===== src/rtl/rv32i_mem_pkg.sv =====
// Shared types for the rv32i data-port arbiter: access widths, FSM states and the
// latched request record.
package rv32i_mem_pkg;

  // Widest byte address carried in a latched request.
  localparam int unsigned REQ_ADDR_W = 32;

  typedef enum logic [1:0] {
    W_BYTE = 2'd0,
    W_HALF = 2'd1,
    W_WORD = 2'd2
  } width_e;

  typedef enum logic [1:0] {
    IDLE  = 2'd0,
    ISSUE = 2'd1,
    RESP  = 2'd2
  } arb_state_e;

  // Width is kept as raw bits so the illegal encoding 3 survives latching.
  typedef struct packed {
    logic                  we;
    logic [REQ_ADDR_W-1:0] addr;
    logic [1:0]            width;
    logic                  sign;
    logic [31:0]           wdata;
  } req_t;

endpackage


===== src/rtl/rv32i_mem_arbiter_if.sv =====
// One requester's load/store handshake. The requester is the master; the arbiter is
// the slave.
interface rv32i_mem_arbiter_if #(
  parameter int unsigned ADDR_W = 32
);
  logic              req;
  logic              we;
  logic [ADDR_W-1:0] addr;
  logic [1:0]        width;
  logic              sign;
  logic [31:0]       wdata;
  logic              gnt;
  logic              rvalid;
  logic [31:0]       rdata;
  logic              err;

  modport master (
    output req, we, addr, width, sign, wdata,
    input  gnt, rvalid, rdata, err
  );

  modport slave (
    input  req, we, addr, width, sign, wdata,
    output gnt, rvalid, rdata, err
  );
endinterface


===== src/rtl/rv32i_mem_align.sv =====
// Combinational lane steering for byte/half/word accesses: byte enables, shifted
// store data, misalignment detection and extended load data.
module rv32i_mem_align
  import rv32i_mem_pkg::*;
(
  input  logic [1:0]  offset,
  input  logic [1:0]  width,
  input  logic        sign,
  input  logic [31:0] wdata,
  input  logic [31:0] rdata_raw,
  output logic [3:0]  be,
  output logic [31:0] wdata_sh,
  output logic [31:0] rdata_ext,
  output logic        err
);

  logic [31:0] shifted;

  // Lane decode and load extension; sign=0 means sign-extend.
  always_comb begin
    be        = 4'b0000;
    rdata_ext = 32'h0;
    err       = 1'b0;
    shifted   = rdata_raw >> {offset, 3'b000};
    wdata_sh  = wdata << {offset, 3'b000};
    case (width)
      W_BYTE: begin
        be        = 4'b0001 << offset;
        rdata_ext = sign ? {24'h0, shifted[7:0]} : {{24{shifted[7]}}, shifted[7:0]};
      end
      W_HALF: begin
        be        = 4'b0011 << offset;
        rdata_ext = sign ? {16'h0, shifted[15:0]} : {{16{shifted[15]}}, shifted[15:0]};
        err       = offset[0];
      end
      W_WORD: begin
        be        = 4'b1111;
        rdata_ext = shifted;
        err       = (offset != 2'b00);
      end
      default: begin
        err = 1'b1;
      end
    endcase
  end

endmodule


===== src/rtl/rv32i_mem_arbiter.sv =====
// Two-port arbiter/sequencer for the rv32i RAM data port (port 0 = core, port 1 =
// loader). Each access runs IDLE -> ISSUE -> RESP.
// Define RV32I_MEM_ARB_RR_EN for round-robin arbitration; otherwise port 0 has fixed
// priority.
module rv32i_mem_arbiter
  import rv32i_mem_pkg::*;
#(
  parameter int unsigned ADDR_W = 32
) (
  input  logic              clk,
  input  logic              reset,
  rv32i_mem_arbiter_if.slave p0,
  rv32i_mem_arbiter_if.slave p1,
  output logic [ADDR_W-1:0] d_addr,
  output logic              d_we,
  output logic [3:0]        d_be,
  output logic [31:0]       d_wdata,
  input  logic [31:0]       d_rdata
);

  arb_state_e state_q, state_d;
  req_t       req_q, req_d;
  logic       win_q, win_d;  // 0 = port 0, 1 = port 1
  logic       pick;

`ifdef RV32I_MEM_ARB_RR_EN
  logic last_gnt_q, last_gnt_d;
`endif

  logic [ADDR_W-1:0] addr_trunc;
  logic [3:0]        be;
  logic [31:0]       wdata_sh;
  logic [31:0]       rdata_ext;
  logic              err;
  logic              issue;
  logic              resp;
  logic [31:0]       rdata_out;

  // Winner selection, evaluated only while IDLE.
  always_comb begin
`ifdef RV32I_MEM_ARB_RR_EN
    if (p0.req && p1.req) begin
      pick = ~last_gnt_q;
    end else begin
      pick = p1.req;
    end
`else
    pick = ~p0.req;
`endif
  end

  // Next-state and request latching.
  always_comb begin
    state_d = state_q;
    req_d   = req_q;
    win_d   = win_q;
`ifdef RV32I_MEM_ARB_RR_EN
    last_gnt_d = last_gnt_q;
`endif
    unique case (state_q)
      IDLE: begin
        if (p0.req || p1.req) begin
          state_d = ISSUE;
          win_d   = pick;
`ifdef RV32I_MEM_ARB_RR_EN
          last_gnt_d = pick;
`endif
          if (pick) begin
            req_d.we    = p1.we;
            req_d.addr  = REQ_ADDR_W'(p1.addr);
            req_d.width = p1.width;
            req_d.sign  = p1.sign;
            req_d.wdata = p1.wdata;
          end else begin
            req_d.we    = p0.we;
            req_d.addr  = REQ_ADDR_W'(p0.addr);
            req_d.width = p0.width;
            req_d.sign  = p0.sign;
            req_d.wdata = p0.wdata;
          end
        end
      end
      ISSUE:   state_d = RESP;
      RESP:    state_d = IDLE;
      default: state_d = IDLE;
    endcase
  end

  // State register with synchronous reset; an in-flight access is simply dropped.
  always_ff @(posedge clk) begin
    if (reset) begin
      state_q <= IDLE;
      req_q   <= '0;
      win_q   <= 1'b0;
`ifdef RV32I_MEM_ARB_RR_EN
      last_gnt_q <= 1'b1;
`endif
    end else begin
      state_q <= state_d;
      req_q   <= req_d;
      win_q   <= win_d;
`ifdef RV32I_MEM_ARB_RR_EN
      last_gnt_q <= last_gnt_d;
`endif
    end
  end

  assign addr_trunc = ADDR_W'(req_q.addr);

  rv32i_mem_align u_align (
    .offset    (addr_trunc[1:0]),
    .width     (req_q.width),
    .sign      (req_q.sign),
    .wdata     (req_q.wdata),
    .rdata_raw (d_rdata),
    .be        (be),
    .wdata_sh  (wdata_sh),
    .rdata_ext (rdata_ext),
    .err       (err)
  );

  // Outputs decode from registered state only; faulting accesses never touch the RAM.
  always_comb begin
    issue     = (state_q == ISSUE);
    resp      = (state_q == RESP);
    d_addr    = issue ? {addr_trunc[ADDR_W-1:2], 2'b00} : '0;
    d_we      = issue && req_q.we && !err;
    d_be      = (issue && !err) ? be : 4'b0000;
    d_wdata   = (issue && req_q.we && !err) ? wdata_sh : 32'h0;
    rdata_out = (resp && !req_q.we && !err) ? rdata_ext : 32'h0;
  end

  assign p0.gnt    = issue && !win_q;
  assign p1.gnt    = issue && win_q;
  assign p0.rvalid = resp && !win_q;
  assign p1.rvalid = resp && win_q;
  assign p0.err    = resp && !win_q && err;
  assign p1.err    = resp && win_q && err;
  assign p0.rdata  = !win_q ? rdata_out : 32'h0;
  assign p1.rdata  = win_q ? rdata_out : 32'h0;

endmodule


===== src/flat_wrapper.sv =====
// flat-port wrapper written by rule: the top's interface ports become plain ports
module rv32i_mem_arbiter_flat import rv32i_mem_pkg::*;
#(
  parameter int unsigned ADDR_W = 32
)
  (clk, reset, d_addr, d_we, d_be, d_wdata, d_rdata, p0_req, p0_we, p0_addr, p0_width, p0_sign, p0_wdata, p0_gnt, p0_rvalid, p0_rdata, p0_err, p1_req, p1_we, p1_addr, p1_width, p1_sign, p1_wdata, p1_gnt, p1_rvalid, p1_rdata, p1_err);
  rv32i_mem_arbiter_if #(.ADDR_W(ADDR_W)) p0_i ();
  rv32i_mem_arbiter_if #(.ADDR_W(ADDR_W)) p1_i ();
  input  logic clk;
  input  logic reset;
  output logic [ADDR_W-1:0] d_addr;
  output logic d_we;
  output logic [3:0] d_be;
  output logic [31:0] d_wdata;
  input  logic [31:0] d_rdata;
  input wire logic [$bits(p0_i.req)-1:0] p0_req;
  input wire logic [$bits(p0_i.we)-1:0] p0_we;
  input wire logic [$bits(p0_i.addr)-1:0] p0_addr;
  input wire logic [$bits(p0_i.width)-1:0] p0_width;
  input wire logic [$bits(p0_i.sign)-1:0] p0_sign;
  input wire logic [$bits(p0_i.wdata)-1:0] p0_wdata;
  output wire logic [$bits(p0_i.gnt)-1:0] p0_gnt;
  output wire logic [$bits(p0_i.rvalid)-1:0] p0_rvalid;
  output wire logic [$bits(p0_i.rdata)-1:0] p0_rdata;
  output wire logic [$bits(p0_i.err)-1:0] p0_err;
  input wire logic [$bits(p1_i.req)-1:0] p1_req;
  input wire logic [$bits(p1_i.we)-1:0] p1_we;
  input wire logic [$bits(p1_i.addr)-1:0] p1_addr;
  input wire logic [$bits(p1_i.width)-1:0] p1_width;
  input wire logic [$bits(p1_i.sign)-1:0] p1_sign;
  input wire logic [$bits(p1_i.wdata)-1:0] p1_wdata;
  output wire logic [$bits(p1_i.gnt)-1:0] p1_gnt;
  output wire logic [$bits(p1_i.rvalid)-1:0] p1_rvalid;
  output wire logic [$bits(p1_i.rdata)-1:0] p1_rdata;
  output wire logic [$bits(p1_i.err)-1:0] p1_err;
  assign p0_i.req = p0_req;
  assign p0_i.we = p0_we;
  assign p0_i.addr = p0_addr;
  assign p0_i.width = p0_width;
  assign p0_i.sign = p0_sign;
  assign p0_i.wdata = p0_wdata;
  assign p0_gnt = p0_i.gnt;
  assign p0_rvalid = p0_i.rvalid;
  assign p0_rdata = p0_i.rdata;
  assign p0_err = p0_i.err;
  assign p1_i.req = p1_req;
  assign p1_i.we = p1_we;
  assign p1_i.addr = p1_addr;
  assign p1_i.width = p1_width;
  assign p1_i.sign = p1_sign;
  assign p1_i.wdata = p1_wdata;
  assign p1_gnt = p1_i.gnt;
  assign p1_rvalid = p1_i.rvalid;
  assign p1_rdata = p1_i.rdata;
  assign p1_err = p1_i.err;
  rv32i_mem_arbiter #(.ADDR_W(ADDR_W)) u_core (.clk(clk), .reset(reset), .p0(p0_i), .p1(p1_i), .d_addr(d_addr), .d_we(d_we), .d_be(d_be), .d_wdata(d_wdata), .d_rdata(d_rdata));
endmodule

===== config.mk =====
export PLATFORM = sky130hd
export DESIGN_NAME = rv32i_mem_arbiter_flat
export DESIGN_NICKNAME = d
export VERILOG_FILES = /design/src/rtl/rv32i_mem_pkg.sv /design/src/rtl/rv32i_mem_arbiter_if.sv /design/src/rtl/rv32i_mem_align.sv /design/src/rtl/rv32i_mem_arbiter.sv /design/src/flat_wrapper.sv
export SDC_FILE = /design/constraint.sdc
export NUM_CORES = 1
export LEC_CHECK = 0
export ABC_AREA = 1
export CAP_MARGIN = 40
export CELL_PAD_IN_SITES_DETAIL_PLACEMENT = 0
export CELL_PAD_IN_SITES_GLOBAL_PLACEMENT = 2
export CORE_MARGIN = 3
export CORE_UTILIZATION = 18
export DETAILED_ROUTE_END_ITERATION = 8
export GPL_ROUTABILITY_DRIVEN = 0
export PLACE_DENSITY_LB_ADDON = 0.2
export SLEW_MARGIN = 40
export SYNTH_ARGS = -nofsm -noshare
export SYNTH_HDL_FRONTEND = slang
export SYNTH_SLANG_ARGS = --single-unit
export TNS_END_PERCENT = 100

===== constraint.sdc =====
create_clock -name clk -period 1.76 [get_ports clk]
set_input_delay 0.176 -clock clk [delete_from_list [all_inputs] [get_ports clk]]
set_output_delay 0.176 -clock clk [all_outputs]
set_load 0.03 [all_outputs]

After elaboration in Yosys (flattened, before gate mapping). Index checks and enable logic that the tools add are counted.

Output and inout port bits: 139. Word-level logic and storage cells: 50. Input port bits: 172. Register bits after elaboration: 71.

Equal/unequal tests: 5. Reduce and logical (&&, ||, !) cells: 19. Bitwise logic cells: 1. Shifts and indexed selects: 4. Mux-type cells: 14.

Operator list (number): 32-bit 2-to-1 mux (7); 32-bit one-hot mux with 3 select lines (1); 68-bit 2-to-1 mux (1); 32-bit by 5-bit << shifter with 32-bit output (1); 32-bit by 5-bit right shift with 32-bit output (1); 4-bit one-hot mux with 3 select lines (1); 1-bit logical AND (11); 2-bit by 1-bit == test with 1-bit output, second input constant (2); 2-bit == test, second input constant (2); 2-bit zero test (2); 4-bit 2-to-1 mux (1); 2-bit one-hot mux with 2 select lines (1); 1-bit by 2-bit << shifter with 4-bit output, first input constant (1); 2-bit by 2-bit << shifter with 4-bit output, first input constant (1); 1-bit zero test (3); 1-bit one-hot mux with 3 select lines (1); 2-bit 2-to-1 mux (1); 2-bit by 1-bit inequality test with 1-bit output, second input constant (1); 2-bit AND reduction (1); 2-bit nonzero test (1); 1-bit logical OR (1); 1-bit inverter (1).

Depth between registers and ports, before layout.
Word-level depth: 6. Gate-level depth with buffers: 10. Depth with buffers taken out: 7.

Hierarchy. A second synthesis with hierarchy kept.

Cell total of the unflattened synthesis: 1210. Area total of the unflattened synthesis: 6174.7 µm².

Modules (own cells, without submodules): rv32i_mem_arbiter (area each 4740.8 µm², seq. area each 1421.4 µm², times used 1, cells an instance 900); rv32i_mem_align (area each 1433.9 µm², seq. area each 0.0 µm², times used 1, cells an instance 310).

Worst setup path after synthesis. OpenSTA, ideal clock, no wires.

Path type: register to output. Start: register u_core.req_q (netlist bit u_core.addr_trunc[1]). End: output d_be[0]. Data required time: 1.584 ns. Path buffers: 2. Stages on the path, launching flop included: 4. Arrival: 2.180 ns. Path slack: -0.596 ns. Path through: dfxtp_1 -> buf_4 -> clkbuf_1 -> a2111oi_0.

Longest elaborated chain between the ends: 5. Elaborated cells between the ends (all ways): 8. Those cells by class: shift (2); mux (3); reduce/logical (3).

Ends and longest elaborated chain: start: declaration (line rv32i_mem_arbiter.sv:22) `req_t req_q, req_d;`; start signal: assignment (line rv32i_mem_arbiter.sv:100) `req_q <= req_d;`; 2-bit nonzero test (line rv32i_mem_align.sv:39) `err = (offset != 2'b00);`; 1-bit one-hot mux with 3 select lines (line rv32i_mem_align.sv:26) `case (width)`; 1-bit zero test (line rv32i_mem_arbiter.sv:128) `d_be = (issue && !err) ? be : 4'b0000;`; 1-bit logical AND (line rv32i_mem_arbiter.sv:128); 4-bit 2-to-1 mux * (line rv32i_mem_arbiter.sv:128); end: declaration (line flat_wrapper.sv:13) `output logic [3:0] d_be;`.

Mark *: on every way between the ends. The rest lies on a longest branch, timed or not.

Worst setup path in the final report.
Start: register u_core.req_q (netlist bit u_core.addr_trunc[0]). End: output p1_rdata[27].

Longest elaborated chain between the ends: 6. Elaborated cells between the ends (all ways): 10. Those cells by class: shift (1); mux (6); reduce/logical (3).

Ends and longest elaborated chain: parallel branches: the longest is 4 deep, another holds 32-bit by 5-bit right shift with 32-bit output; 32-bit 2-to-1 mux * (line rv32i_mem_arbiter.sv:130) `rdata_out = (resp && !req_q.we && !err) ? rdata_ext : 32'h0;`; 32-bit 2-to-1 mux * (line rv32i_mem_arbiter.sv:140) `assign p1.rdata = win_q ? rdata_out : 32'h0;`; end: declaration (line flat_wrapper.sv:34) `output wire logic [$bits(p1_i.rdata)-1:0] p1_rdata;`.

Mark *: on every way between the ends.

==> run summary <==
The flow ran to the end, but the final reports show violations. The final reports fail on negative setup slack. The number of hold buffers added after CTS was 0. The final cell area excluding filler cells came out at 10700 um2. The residual DRC count came out at 0. The post-route netlist has 32.9% of its cells at a drive strength greater than 1. The number of placed instances, taps included is 1558. Summed over all layers, the routed wires come to 28.0 mm.

The clock transition at the registers of the reported paths is 0.06 ns. The slew at the pin closest to its max-slew limit is 0.605 ns. The number of clock buffers inserted by TritonCTS came out at 9. Of the available clock period, the critical path in the final layout requires 113%. On the final layout, the worst hold slack is 0.273 ns. 0 antenna diodes ended up in the layout. The tightest min-delay check is of the in -> reg type. The distinct cell type count of the synthesized netlist is 29. The most used flip-flop cell after synthesis is dfxtp_1.

The final setup TNS came out at -16.26 ns. After synthesis, the share of flip-flops with an asynchronous set or reset is 0%. In this run the count of I/O pins placed on the die edge is 311.

Sequential cells were found to cover 26.8% of the synthesized design area. The number of warnings reported in the yosys synthesis log came out at 0. The buffer and inverter count on the worst path came out at 4.

The die outline area came out at 31500 um2. The clock drives 71 sinks. Setup repair after global routing could not meet its margin everywhere. The area growth from synthesis to layout is 102%. After synthesis, the mean cell area works out to 5.96 um2. The hold violation total from the final report is 0. The cell count after synthesis came out at 889. The count of routing violations after the opening detailed-route iteration is 254. The library cell used most frequently in the layout, excluding fill and tap cells, is nand2_1. The root buffer cell chosen for the clock tree is clkbuf_16. TritonCTS built the clock tree. The worst path required time came out at 1.58 ns. The worst endpoint data arrival time came out at 1.82 ns. In this run the tightest slew margin relative to its limit is 59.7%. The global-route wire length before repair is 39.3 mm. The width of the die came out at 178 um. The clock skew is 0.0113 ns. The post-synthesis instance area came out at 5300 um2.

Setup violations remaining at the end of the flow were counted as 100. The kind of cell adding the most delay to the critical path is buffers and inverters. The post-placement setup slack came out at -0.0858 ns. The initial core utilization is 18.4%. The startpoint type of the worst setup path is a flop. The stage delay of the slowest cell on the critical path is 0.38 ns. The timing-limited maximum frequency is 502 MHz. The setup path with the least slack is of type reg -> out.

Counting I/O delays and the setup requirement, the final critical path takes 1.99 ns. In this run the vertical extent of the chip is 178 um. The initial antenna violation count is 8. The kind of end point of the critical path is an output pin. In the layout the commonest cells are 253 x nand2_1, 169 x clkdlybuf4s50_1, 133 x buf_4. Across the run, the number of max-cap violations was 0. Setup slack on the critical path of the routed design comes to -0.232 ns. The average routed wire per standard cell is 17.5 um. The remaining antenna violation count is 0. The final-report max-slew violation count came out at 0. The leakage power figure is 4.61 nW. The number of buffers on the longest clock path came out at 2. In this run the tool buffered the top-level ports with 308 buffer cells. The number of nets at the end of the flow came out at 1388. The total power density per cell area is 663 nW/um2. The global router's overall resource usage came out at 16.0%.

Entering global routing, the biggest net connects 57 pins. The total grt overflow came out at 0. The count of state elements after synthesis is 71. Using the TritonRoute via totals, the vias-per-cell ratio works out to 4.37.

The floorplan core area came out at 28900 um2. The routed via count came out at 7005. The source-to-sink clock delay at the later pin of the worst-skew pair is 0.35 ns. The iteration count of the initial detailed-routing pass came out at 4. The slowest stage of the critical path belongs to the cell dfxtp_4. The register-to-register path setup slack is 0.20 ns. Of all nets on the critical path, the largest fanout is 6. The maximum resistive drop on vdd is 483 uV. Among the stages of the critical path, the cell type that occurs most often is nand3_4.

Walking the worst path, the cells encountered are inv_6 -> buf_8 -> nand2_4 -> nand3_4 -> nand3_4 -> clkbuf_16 -> nand3_2 -> nand2_2 -> nor2_1 -> buf_4. Yosys mapped a number of flops with a built-in enable equal to 0. CTS built an H-tree with a depth of 3. The placement-stage cell area came out at 8940 um2. The floorplan has 62 rows. The post-layout instance count excluding filler cells is 1604.

The via count of the first global-routing pass is 6720. The half-perimeter wire length after detailed placement is 20.3 mm.
==> Yosys cell counts, types with 2 or more instances <==
library cell / instances / area share (%)
nand3_1: 49 / 4.6
dfxtp_1: 71 / 27
buf_4: 11 / 1.6
nand2_2: 2 / 0.24
nand3_2: 6 / 1.1
o21ai_0: 37 / 3.5
nor2_1: 122 / 8.6
mux2i_1: 7 / 1.3
nor2_2: 2 / 0.24
o21bai_1: 68 / 9.6
buf_2: 28 / 2.6
clkbuf_1: 30 / 2.1
a31oi_1: 68 / 8.0
buf_6: 5 / 1.1
inv_2: 6 / 0.42
inv_1: 43 / 3.0
buf_1: 5 / 0.35
nand2_1: 296 / 21
a21oi_1: 4 / 0.38
nor3_1: 20 / 1.9
==> cell type report <==
type / count / area [um2]
Clock inverter: 5 / 81.3
Sequential cell: 71 / 1430
Fill cell: 3139 / 18100
Clock buffer: 10 / 239
Multi-Input combinational cell: 690 / 4070
Tap cell: 384 / 480
Inverter: 50 / 210
Timing Repair Buffer: 394 / 4210
==> state kept, by name, summed over array words and instances, names as in the netlist <==
signal and flops:
u_core.req_q 36, u_core.addr_trunc 32, u_core.state_q 2, u_core.win_q 1
==> per-layer routing <==
| metal | vias up | wire length, um | GRT usage, % |
|---|---|---|---|
| li1 | 3563 | - | - |
| met3 | 34 | 2200 | 5.28 |
| met4 | 16 | 352 | 3.17 |
| met5 | - | 78 | 0 |
| met2 | 227 | 13600 | 27.5 |
| met1 | 3165 | 11800 | 19.7 |
==> worst min-delay path: cells and delay by family <==
| family | cells | cell delay, ns |
|---|---|---|
| and+or+nand+nor | 2 | 0.25 |
| buffers and inverters | 1 | 0.13 |
==> per-stage QoR <==
| step | power [W] | util [%] |
|---|---|---|
| CTS | 0.00667 | 33.4 |
| detailed placement | 0.00442 | 31.0 |
| finish | 0.00710 | 37.1 |
| floorplan | 0.00327 | - |
| global route | 0.00753 | 37.1 |
| global placement | 0.00442 | 31.0 |
==> path summary, 6_finish.rpt <==
kind	startpoint	end	cells after the start
setup reg to reg	u_core.state_q[0]$_SDFFE_PP0P_	u_core.req_q[31]$_SDFFE_PP0P_	5
setup / recovery	u_core.addr_trunc[0]$_SDFFE_PP0P_	p1_rdata[27]	10
hold / removal	p0_req	u_core.state_q[0]$_SDFFE_PP0P_	3
hold reg to reg	u_core.addr_trunc[6]$_SDFFE_PP0P_	u_core.addr_trunc[6]$_SDFFE_PP0P_	2
==> cell families (layout without fill, tap and decap cells) <==
family                 count (synthesis)  count (layout)  share of synthesized area [%]
AO/OA/AOI/OAI                        181             181                           22.1
flip-flops                            71              71                           26.8
buffers and inverters                129             459                           11.3
other                                  1               2                         0.0708
AND/OR/NAND/NOR                      500             500                           38.4
multiplexers                           7               7                           1.32
==> repair_timing <==
| action | in CTS | in global routing |
|---|---|---|
| gates cloned | 2 | 11 |
| setup buffers | 8 | 10 |
| resized for setup | 80 | 187 |
| endpoints found under the setup margin | 106 | 136 |
| pin swaps | 3 | 34 |
==> report_power, final <==
group | total [W] | internal (W) | switching [W]
clock network | 0.00204 | 0.00128 | 0.000764
logic | 0.00311 | 0.00144 | 0.00167
registers | 0.00196 | 0.00180 | 0.000162
total | 0.00710 | 0.00451 | 0.00259
Note: power is estimated with default switching activity, not from simulation.
==> RTL change 1 (same settings) <==
`ADDR_W` is set to 32 in 3 places; all go to 48.
--- a/src/rtl/rv32i_mem_arbiter_if.sv
+++ b/src/rtl/rv32i_mem_arbiter_if.sv
@@ -3,3 +3,3 @@
 interface rv32i_mem_arbiter_if #(
-  parameter int unsigned ADDR_W = 32
+  parameter int unsigned ADDR_W = 48
 );
--- a/src/rtl/rv32i_mem_arbiter.sv
+++ b/src/rtl/rv32i_mem_arbiter.sv
@@ -7,3 +7,3 @@
 #(
-  parameter int unsigned ADDR_W = 32
+  parameter int unsigned ADDR_W = 48
 ) (
--- a/src/flat_wrapper.sv
+++ b/src/flat_wrapper.sv
@@ -3,3 +3,3 @@
 #(
-  parameter int unsigned ADDR_W = 32
+  parameter int unsigned ADDR_W = 48
 )
Ports: changed (resized d_addr, p0_addr and p1_addr); port bits go from 311 to 359. The function was not compared with the original's and may differ.
==> RTL change 1 against the unedited design <==
  * The run still ends with setup timing left
  * Hold slack worse by 37 ps
  * Area after synthesis is 2.3% higher
  * Sequential cell count stayed put
  * Synthesized cell count is 1.8% higher
  * Final area is 1.3% lower
  * Wire length is 1.3% lower
  * Power is 2.2% higher
  * Count of clock-buffer cells in the layout is 2 higher
  * Setup slack worse by 9.8 ps
  * Combinational power is 2% lower
  * Global-route usage is 0.13 points lower
  * Clock skew is 2.7 ps lower
  * Critical path type unchanged
  * Critical endpoint is now p1_rdata[21]
  * Highest routed layer unchanged
==> RTL change 1: results (changes against the unedited design) <==
| Stage | Result | Value | Delta |
| --- | --- | --- | --- |
| clock tree | Clock H-tree levels | 3 | unchanged |
| route | Top layer in use | met5 |  |
| run status | Status | finished with violations |  |
| synthesis | Mux share of post-synthesis cell area | 1.29% | -0.029 points |
| timing | Final worst setup slack | -242 ps | -9.77 ps |
| route | Routed metal-1 wirelength | 12000 um | +1.4% |
| global route | GR Layer Usage met3 | 4.47% | -0.82 points |
| synthesis | Number of warnings reported in the yosys synthesis log | 0 | unchanged |
| timing | Worst Clk Skew | 8.64 ps | -2.68 ps |
| global route | Met1 Usage GRT | 20.5% | +0.89 points |
| global route | Gr usage total | 15.9% | -0.13 points |
| synthesis | Adder and majority gate portion of the synthesized area | 0% | unchanged |
| clock tree | Clk Latency, worst-skew pair | 340 ps |  |
| placement | IO buf count | 308 | unchanged |
| power | Static leakage | 0.00460 uW | -0.22% |
| synthesis | Most used standard cells in the synthesized netlist | nand2_1 (296), nor2_1 (122), dfxtp_1 (71), a31oi_1 (68), o21bai_1 (68) |  |
| global route | Number of global-route vias before repair | 6842 | +1.8% |
| timing | Final setup vio count | 99 | -1.0% |
| global route | Antenna violations before repair | 5 | -3 |
| route | Metal2 WL | 13500 um | -0.69% |
| route | Total via count in the routed design | 6988 | -0.24% |
| synthesis | Synth top area cells | dfxtp_1 (26%), nand2_1 (20%), o21bai_1 (9.4%) |  |
| global route | GRT met2 Usage | 26.6% | -0.90 points |
| clock tree | CTS buffer count | 9 | unchanged |
| global route | Largest net degree at the start of global routing | 51 | -11% |
| power | IR Drop Worst-Case VDD | 0.000414 V | -14% |
| route | Starting DRT DRC Count | 328 | +29% |
| synthesis | Distinct cells, synth | 29 | unchanged |
| global route | Wire length of the first global-routing pass | 41100 um | +4.5% |
| synthesis | Top_reg_cell synth | dfxtp_1 |  |
| synthesis | Async S/R FF share, synth | 0% | unchanged |
| layout | Final-stage net count | 1418 | +2.2% |
| synthesis | Share of the yosys chip area belonging to registers | 26.2% | -0.59 points |
| layout | Fraction of layout instances using a drive strength above 1 | 32.0% | -0.88 points |
| placement | Worst setup timing slack at the placement stage | -82.1 ps | +3.72 ps |
| critical path | Signal arrival time at the worst endpoint | 1830 ps |  |
| timing | Actual slew at the worst max-slew pin | 560 ps | -45.5 ps |
| route | Pre-antenna DRT Iters | 5 | +1 |
| run status | Violations in the final reports | setup timing |  |
| placement | Sum of net half-perimeters after detailed placement | 20400 um | +0.37% |
| clock tree | Clock transition at the register clock pins on the worst setup and hold paths after CTS | 60 ps | about the same |
| clock tree | Cell at the root of the clock tree | clkbuf_16 |  |
| layout | Number of flip-flops under the largest register name | 36 | unchanged |
| critical path | Highest fanout seen on the critical path | 6 | unchanged |
| route | Met3 Wirelength | 1800 um | -18% |
| synthesis | Fraction of the mapped netlist area in compound gates | 21.7% | -0.49 points |
| route | Routed length per placed instance | 17.2 um | -1.4% |
| synthesis | Area share of xor/xnor cells in the synthesized design | 0% | unchanged |
[RTL change 1: through the flow]
step                power [uW]  hold slack, ps  cells  instance area, um2  setup TNS (ps)
global placement          4440             506   1567                8910            -149
finish                    7260             236   1605               10600          -14430
floorplan                 3350             330    922                5500           -1150
global route              7700             279   1604               10600          -23500
detailed placement        4440             505   1567                8910            -173
CTS                       6950             229   1591                9670          -17560
[RTL change 1: area by class of cell]
class / count / area (um2)
timing repair buffer: 376 / 3990
multi-input combinational: 706 / 4090
clock buffer: 12 / 267
fill: 3189 / 18600
antenna: 2 / 5.00
sequential: 71 / 1440
tap: 384 / 480
inverter: 50 / 205
clock inverter: 4 / 98.8
[RTL change 1: what timing repair did]
| action | in CTS | in global routing |
|---|---|---|
| resized for setup | 83 | 190 |
| cloned | 3 | 8 |
| pin swaps | 9 | 31 |
| endpoints found under the setup margin | 103 | 122 |
| buffers inserted | 5 | 5 |
[RTL change 1: worst paths after layout]
check                                      startpoint  slack, ps  depth (start not counted)                     to
worst min-delay path                           p0_req        240                          4       u_core.req_q[34]
worst min register to register  u_core.addr_trunc[15]        510                          2  u_core.addr_trunc[15]
worst max register to register      u_core.state_q[0]        300                          5  u_core.addr_trunc[19]
worst max-delay path             u_core.addr_trunc[0]       -240                         10           p1_rdata[21]
[RTL change 1: power by group]
part | switching (uW) | total [uW] | internal (uW) | leakage [uW]
Clock | 761 | 2270 | 1510 | 0.000179
Sequential | 159 | 1960 | 1800 | 0.000592
Combinational | 1670 | 3040 | 1370 | 0.00383
[RTL change 1: worst max-delay path, cell delays in order, from the launching register on]
cell and delay (ps):
dfxtp_4 370, inv_6 80, buf_8 130, nand2_4 60
nand3_4 70, nand3_4 150, clkbuf_16 210, nand3_2 60
nand2_2 70, nor2_1 110, buf_4 180
==> RTL change 2 (config.mk and constraints unchanged) <==
Without the edit above. The 3 states of `arb_state_e` get a one-hot encoding in 3 bits.
--- a/src/rtl/rv32i_mem_pkg.sv
+++ b/src/rtl/rv32i_mem_pkg.sv
@@ -13,6 +13,6 @@
 
-  typedef enum logic [1:0] {
-    IDLE  = 2'd0,
-    ISSUE = 2'd1,
-    RESP  = 2'd2
+  typedef enum logic [2:0] {
+    IDLE  = 3'b001,
+    ISSUE = 3'b010,
+    RESP  = 3'b100
   } arb_state_e;
Behaviour: same outputs for any inputs over 10 cycles, from zero or initial values and one cycle with reset high; not proved beyond that.
==> RTL change 2 against the unedited design <==
  * The flow still finishes with violations (setup timing)
  * Clock power up 13%
  * Power up 3.0%
  * Area after synthesis down 2.5%
  * Final area down 5.5%
  * Sequential cell count up 1
  * Clock skew down 2.5 ps
  * Cell count down 4.7%
  * Wire length down 10%
  * Non-clock buffer count down 14
  * Die area down 2.5%
  * Critical path depth unchanged
  * Setup slack worse by 48 ps
  * Hold slack better by 200 ps
  * Global-route usage down 0.75 points
==> RTL change 2: results (changes against the unedited design) <==
| Stage | Result | Value | Delta |
| --- | --- | --- | --- |
| timing | Final setup vio count | 100 | unchanged |
| layout | Fraction of layout instances using a drive strength above 1 | 28.0% | -4.9 points |
| timing | Total negative slack | -20650 ps | -4380 ps |
| hold path | Hold-critical path endpoint | u_core.addr_trunc[31] |  |
| critical path | Endpoint of the lowest-slack register-to-register path | u_core.addr_trunc[2] |  |
| run status | Status | finished with violations |  |
| timing | Final worst setup slack | -280 ps | -48.0 ps |
| global route | Number of global-route vias before repair | 6298 | -6.3% |
| timing | Worst hold margin | 471 ps | +198 ps |
| route | Metal2 WL | 12300 um | -9.2% |
| global route | Antenna violations before repair | 1 | -7 |
| synthesis | Most used standard cells in the synthesized netlist | nand2_1 (163), nor2_1 (153), o21ai_0 (97), mux2i_1 (76), a21oi_1 (73) |  |
| critical path | Worst reg2reg path depth | 8 | +3 |
| route | Routed metal-1 wirelength | 11000 um | -7.1% |
| global route | Gr usage total | 15.3% | -0.75 points |
| placement | Worst setup timing slack at the placement stage | -76.8 ps | +9.04 ps |
| critical path | Worst reg2reg setup slack | 410 ps | +210 ps |
| placement | Sum of net half-perimeters after detailed placement | 18300 um | -9.8% |
| synthesis | Fraction of post-synthesis cell area in the top cell type by area | 27.9% | +1.1 points |
| power | IR Drop Worst-Case VDD | 0.000416 V | -14% |
| route | Detail-routed via count per cell | 4.29 | -1.9% |
| route | Routed length per placed instance | 16.5 um | -5.6% |
| critical path | Launching point of the worst reg2reg path | u_core.state_q[0] |  |
| global route | Largest net degree at the start of global routing | 62 | +8.8% |
| route | Starting DRT DRC Count | 276 | +8.7% |
| critical path | Highest fanout seen on the critical path | 7 | +1 |
| synthesis | Mux share of post-synthesis cell area | 14.7% | +13 points |
| route | Detailed Route WL | 25200 um | -10% |
| power | Comb. pwr | 2960 uW | -5% |
| hold path | HP Start | p1_addr[31] |  |
| synthesis | Mean post-synth cell area | 6.26 um2 | +5.0% |
| synthesis | Synth top area cells | dfxtp_1 (28%), mux2i_1 (15%), nand2_1 (12%) |  |
| run status | Violations in the final reports | setup timing |  |
| power | Static leakage | 0.00441 uW | -4.4% |
RTL change 2: worst max path at each step:
stage | startpoint | endpoint | slack [ps] | cells past startpoint
finish | u_core.addr_trunc[0] | p0_rdata[26] | -280 | 10
global route | u_core.req_q[33] | p0_rdata[28] | -430 | 10
CTS | u_core.state_q[0] | p0_rdata[16] | -340 | 9
detailed placement | d_rdata[23] | p0_rdata[27] | -80 | 9
global placement | d_rdata[31] | p0_rdata[29] | -50 | 9
floorplan | u_core.req_q[34] | d_wdata[10] | -70 | 9
RTL change 2: repair_timing:
item                                    4_1_cts  5_1_grt
cloned                                        6        6
setup buffers                                 8        6
pin swaps                                     8       17
endpoints found under the setup margin      133      133
gates resized for setup                      92       84
RTL change 2: layout make-up:
class | instances | area [um2] | area share, %
repair buffers | 380 | 4020 | 39.7
multi-input cells | 632 | 3610 | 35.7
flip-flops and latches | 72 | 1450 | 14.3
well taps | 378 | 473 | 4.67
clock buffers | 11 | 243 | 2.40
inverters | 51 | 199 | 1.96
clock inverters | 5 | 128 | 1.26
